===== src/rtl/sine_pwm_dac.sv =====
// sine_pwm_dac: replays offset-binary samples from a one-entry buffer as PWM periods,
// repeating the last duty and counting an underrun whenever the buffer is empty at a boundary.
module sine_pwm_dac #(
   parameter int DATA_W     = 8,
   parameter int PRESCALE   = 1,
   parameter int UNDERRUN_W = 16
) (
   input  logic                  clk,
   input  logic                  reset,
   input  logic                  enable,
   input  logic [DATA_W-1:0]     sample_in,
   input  logic                  sample_valid,
   output logic                  sample_ready,
   output logic                  pwm_out,
   output logic                  period_start,
   output logic [DATA_W-1:0]     active_sample,
   output logic                  underrun,
   output logic [UNDERRUN_W-1:0] underrun_count,
   input  logic                  clr_status
);
   localparam int PW = PRESCALE > 1 ? $clog2(PRESCALE) : 1;
   localparam logic [PW-1:0] PRE_MAX = PW'(PRESCALE - 1);
   typedef enum logic {IDLE, RUN} state_t;
   state_t state, state_n;
   logic hold_valid, hold_valid_n, accept, pre_wrap, period_end, take, starve, underrun_n, start_n;
   logic [DATA_W-1:0] hold, cnt, cnt_n, active_n;
   logic [PW-1:0] pre, pre_n;
   logic [UNDERRUN_W-1:0] count_base, count_n;
   assign sample_ready = !hold_valid && !reset;
   assign accept = sample_valid && sample_ready;
   assign pre_wrap = pre == PRE_MAX;
   assign period_end = state == RUN && pre_wrap && &cnt;
   assign take = enable && hold_valid && (state == IDLE || period_end);
   assign starve = enable && !hold_valid && period_end;
   // an underrun on the same edge as clr_status counts from a cleared base
   assign count_base = clr_status ? '0 : underrun_count;
   always_comb begin
      state_n = period_end && !enable ? IDLE : take ? RUN : state;
      pre_n = state == RUN && !pre_wrap ? pre + 1'b1 : '0;
      cnt_n = state == RUN ? cnt + DATA_W'(pre_wrap) : '0;
      active_n = take ? hold : active_sample;
      hold_valid_n = accept || (hold_valid && !take);
      start_n = take || starve;
      underrun_n = starve || (underrun && !clr_status);
      count_n = starve && !(&count_base) ? count_base + 1'b1 : count_base;
   end
   // pwm_out is registered from next-state values so it tracks cnt < active_sample glitch-free
   always_ff @(posedge clk) begin
      if (reset) begin
         state <= IDLE;
         hold_valid <= 1'b0;
         hold <= '0;
         cnt <= '0;
         pre <= '0;
         active_sample <= '0;
         pwm_out <= 1'b0;
         period_start <= 1'b0;
         underrun <= 1'b0;
         underrun_count <= '0;
      end else begin
         state <= state_n;
         hold_valid <= hold_valid_n;
         hold <= accept ? sample_in : hold;
         cnt <= cnt_n;
         pre <= pre_n;
         active_sample <= active_n;
         pwm_out <= state_n == RUN && cnt_n < active_n;
         period_start <= start_n;
         underrun <= underrun_n;
         underrun_count <= count_n;
      end
   end
endmodule


===== config.mk =====
export PLATFORM = sky130hd
export DESIGN_NAME = sine_pwm_dac
export DESIGN_NICKNAME = d
export VERILOG_FILES = /design/src/rtl/sine_pwm_dac.sv
export SDC_FILE = /design/constraint.sdc
export NUM_CORES = 1
export LEC_CHECK = 0
export CAP_MARGIN = 20
export CORE_ASPECT_RATIO = 1.5
export CORE_MARGIN = 2
export CORE_UTILIZATION = 35
export CTS_BUF_LIST = sky130_fd_sc_hd__clkbuf_16
export CTS_CLUSTER_DIAMETER = 100
export DETAILED_ROUTE_END_ITERATION = 16
export SLEW_MARGIN = 20
export SYNTH_ARGS = -nofsm -noshare
export SYNTH_HDL_FRONTEND = slang
export SYNTH_SLANG_ARGS = --single-unit

===== constraint.sdc =====
create_clock -name clk -period 2.6 [get_ports clk]
set_input_delay 0.26 -clock clk [delete_from_list [all_inputs] [get_ports clk]]
set_output_delay 0.26 -clock clk [all_outputs]
set_load 0.03 [all_outputs]

==> impl_metrics.json <==
{
  "die_height_um": 101,
  "syn_to_final_growth_pct": 31.1,
  "grt_max_degree": 43,
  "ys_types": 48,
  "cts_tree": "yes",
  "initialDrtViolationCount": 60,
  "synthesis.nets": 274,
  "fmax_mhz": 401,
  "htree_levels": 2,
  "yosys_warnings": 0,
  "min_period_ps": 2490,
  "max_stage_delay_ps": 360,
  "worstPathRequired_ps": 2830,
  "synthArstFlopShare_pct": 0,
  "path_clk_slew_ps": 60,
  "firstDrtPassIters": 4,
  "avgSynthCellArea_um2": 8.72,
  "holdBufCountCts": 0,
  "drv_slew": 0,
  "gp_congestion": 0.870,
  "synth_adder_area_share_pct": 5.71,
  "p_leak_nw": 1.13,
  "fp.dieW_um": 68.6,
  "fp.coreArea_um2": 6090,
  "syn_area_um2": 2190,
  "path_buf_inv": 1,
  "synth_cells": 251,
  "critical_path_class": "reg -> reg",
  "drt-vias-per-instance": 5.14,
  "synth_compound_gate_area_share_pct": 14.1,
  "yosysSeqAreaShare_pct": 42.1,
  "hpwl_um": 3770,
  "setup_viol": 0,
  "synth_top_family_by_area": "simple AND/OR/NAND/NOR gates",
  "crit_path_start_kind": "register",
  "portBuffers": 40,
  "fill_cells": 599,
  "overflow": 0,
  "ys_ff_latch": 46,
  "fin_crit_sh_pct": 95.9,
  "start_util_pct": 36.0,
  "root_buffer": "clkbuf_16",
  "finalSetupTns_ps": 0,
  "post-cts-setup-buffers": 0,
  "multi_input_area_um2": 1210,
  "finalNetCount": 318,
  "finalNonFillerCells": 370,
  "cellPowerDensity_nw_per_um2": 537,
  "skew_ps": 2.49,
  "pin_count": 41,
  "hold_viol": 0,
  "maxSlewHeadroom_pct": 61.3,
  "cts_made_buffers": 5,
  "crit_family": "compound AO/OA/AOI/OAI gates",
  "place_inst": 362,
  "drive_gt1_share_pct": 8.78,
  "synth_simple_gate_area_share_pct": 26.8,
  "antenna_cells": 0,
  "grt_pass1_vias": 1824,
  "wl_um": 4970,
  "dieArea_um2": 6920,
  "hold_path_class": "reg -> reg",
  "cp_max_fo": 10,
  "ir_drop_uv": 323,
  "drc_errors": 0,
  "grt_util_all_layers_pct": 15.3,
  "cp-end-kind": "register",
  "synth_edf_count": 0,
  "path_cells": "and3b_1 -> a41oi_1 -> nand2b_1 -> buf_4 -> mux2i_2 -> ha_1 -> a21o_1 -> a221oi_1 -> o211a_1",
  "synth_top_area_share_pct": 42.1,
  "synth-xor-area-share_pct": 3.60,
  "final_util_pct": 47.2,
  "clk_latency_ps": 280,
  "slowest_stage": "dfxtp_1",
  "rsz0062_at_grt": "no",
  "antenna_found_initial": 0,
  "grt_first_pass_wirelength_um": 7990,
  "worst_slew_pin_slew_ps": 579,
  "maxCapViolCount": 0,
  "cts_sinks": 46,
  "cts_max_path_buffers": 2,
  "status": "finished, final reports clean",
  "num_vias": 1900,
  "yosys-top-cells-area": "dfxtp_1, ha_1, nand2_1",
  "regArea_um2": 921,
  "synth.mux.area_fraction_pct": 4.57,
  "yosys.area.top_type": "dfxtp_1",
  "ant_nets": 0,
  "rows": 35,
  "cp.arrival_ps": 2720,
  "wl_per_cell_um": 13.4,
  "ys.flop_type": "dfxtp_1"
}
[where the power goes]
group,total (mW),internal [mW],switching (mW),leakage (nW)
combinational,0.110,0.0501,0.0595,0.671
sequential,0.728,0.719,0.00961,0.373
clock,0.703,0.447,0.257,0.0864
total,1.54,1.22,0.326,1.13
[state kept, by name (all words and copies together) (netlist names)]
| name | flops |
|---|---|
| active_sample | 8 |
| underrun | 1 |
| underrun_count | 16 |
| cnt | 8 |
| pwm_out | 1 |
| pre | 1 |
| period_start | 1 |
| state | 1 |
| hold | 8 |
| hold_valid | 1 |
[path summary, 6_finish.rpt]
path	start	end	slack (ps)	cells past startpoint
setup / recovery	state	pwm_out	110	9
hold / removal	hold[7]	hold[7]	450	2
setup reg to reg	state	pwm_out	110	9
hold reg to reg	hold[7]	hold[7]	450	2
[cells by family after synthesis]
group	Yosys count
muxes	10
xor gates and xnor gates	9
AOI/OAI and AO/OA	47
and+or+nand+nor	111
other	1
buffers and inverters	17
adders and majority gates	10
DFF	46
[cell usage in the layout (no fill, tap or decap), drive strengths merged, types with 8 or more instances in the layout]
master / count
a21oi: 21
mux2i: 10
nor2: 26
dfxtp: 46
inv: 8
ha: 10
buf: 8
clkdlybuf4s50: 40
nand3: 10
nand2: 32
[metal layers]
metal  global-route usage, %  wire (um)  vias to the layer above
met3                    3.02        143                       10
li1                        -          -                      976
met1                    14.9       1940                      878
met2                    29.1       2770                       36
met4                    7.38        116                        0
met5                       0          0                        -
[area by class of cell]
class,count,share of cell area (%)
Tap cell,74,3.23
Timing Repair Buffer,48,16.0
Inverter,6,0.785
Multi-Input combinational cell,188,42.2
Clock inverter,3,1.31
Clock buffer,5,4.36
Sequential cell,46,32.1
[tightest hold or removal path: stages (launching register included)]
cell and delay, ps:
dfxtp_1 310, nand2_1 50, a21oi_1 50
[metrics by stage]
stage	power [mW]	hold slack, ps	cell area [um^2]	setup slack [ps]
after floorplan	0.806	396	2190	316
after global placement	0.854	442	2700	57.6
after detailed placement	0.854	447	2700	41.6
after CTS	1.57	456	2860	48.3
after global routing	1.61	468	2870	3.13
final	1.54	454	2870	106
[cell usage after synthesis (2+ instances only)]
cell / number
nor3_1: 6
a31o_2: 3
and3_1: 4
and2_1: 3
nand3_1: 9
o21ai_0: 4
and3b_1: 2
xnor2_1: 4
dfxtp_1: 46
o31ai_1: 3
a21oi_1: 21
a211oi_1: 2
or4_1: 3
buf_1: 4
nand2_1: 32
ha_1: 10
o311ai_0: 2
clkbuf_1: 6
inv_1: 6
mux2i_1: 10
a21o_1: 2
nand2b_1: 3
xor2_1: 5
nor2b_1: 6
nand4_1: 3
or3_1: 5
nor2_1: 26
[timing repair]
| action | 4_1_cts | 5_1_grt |
|---|---|---|
| gates resized for setup | 0 | 2 |
| endpoints found under the setup margin | 0 | 1 |
| endpoints found under the hold margin | 0 | 0 |
(Power assumes the default switching activity.)
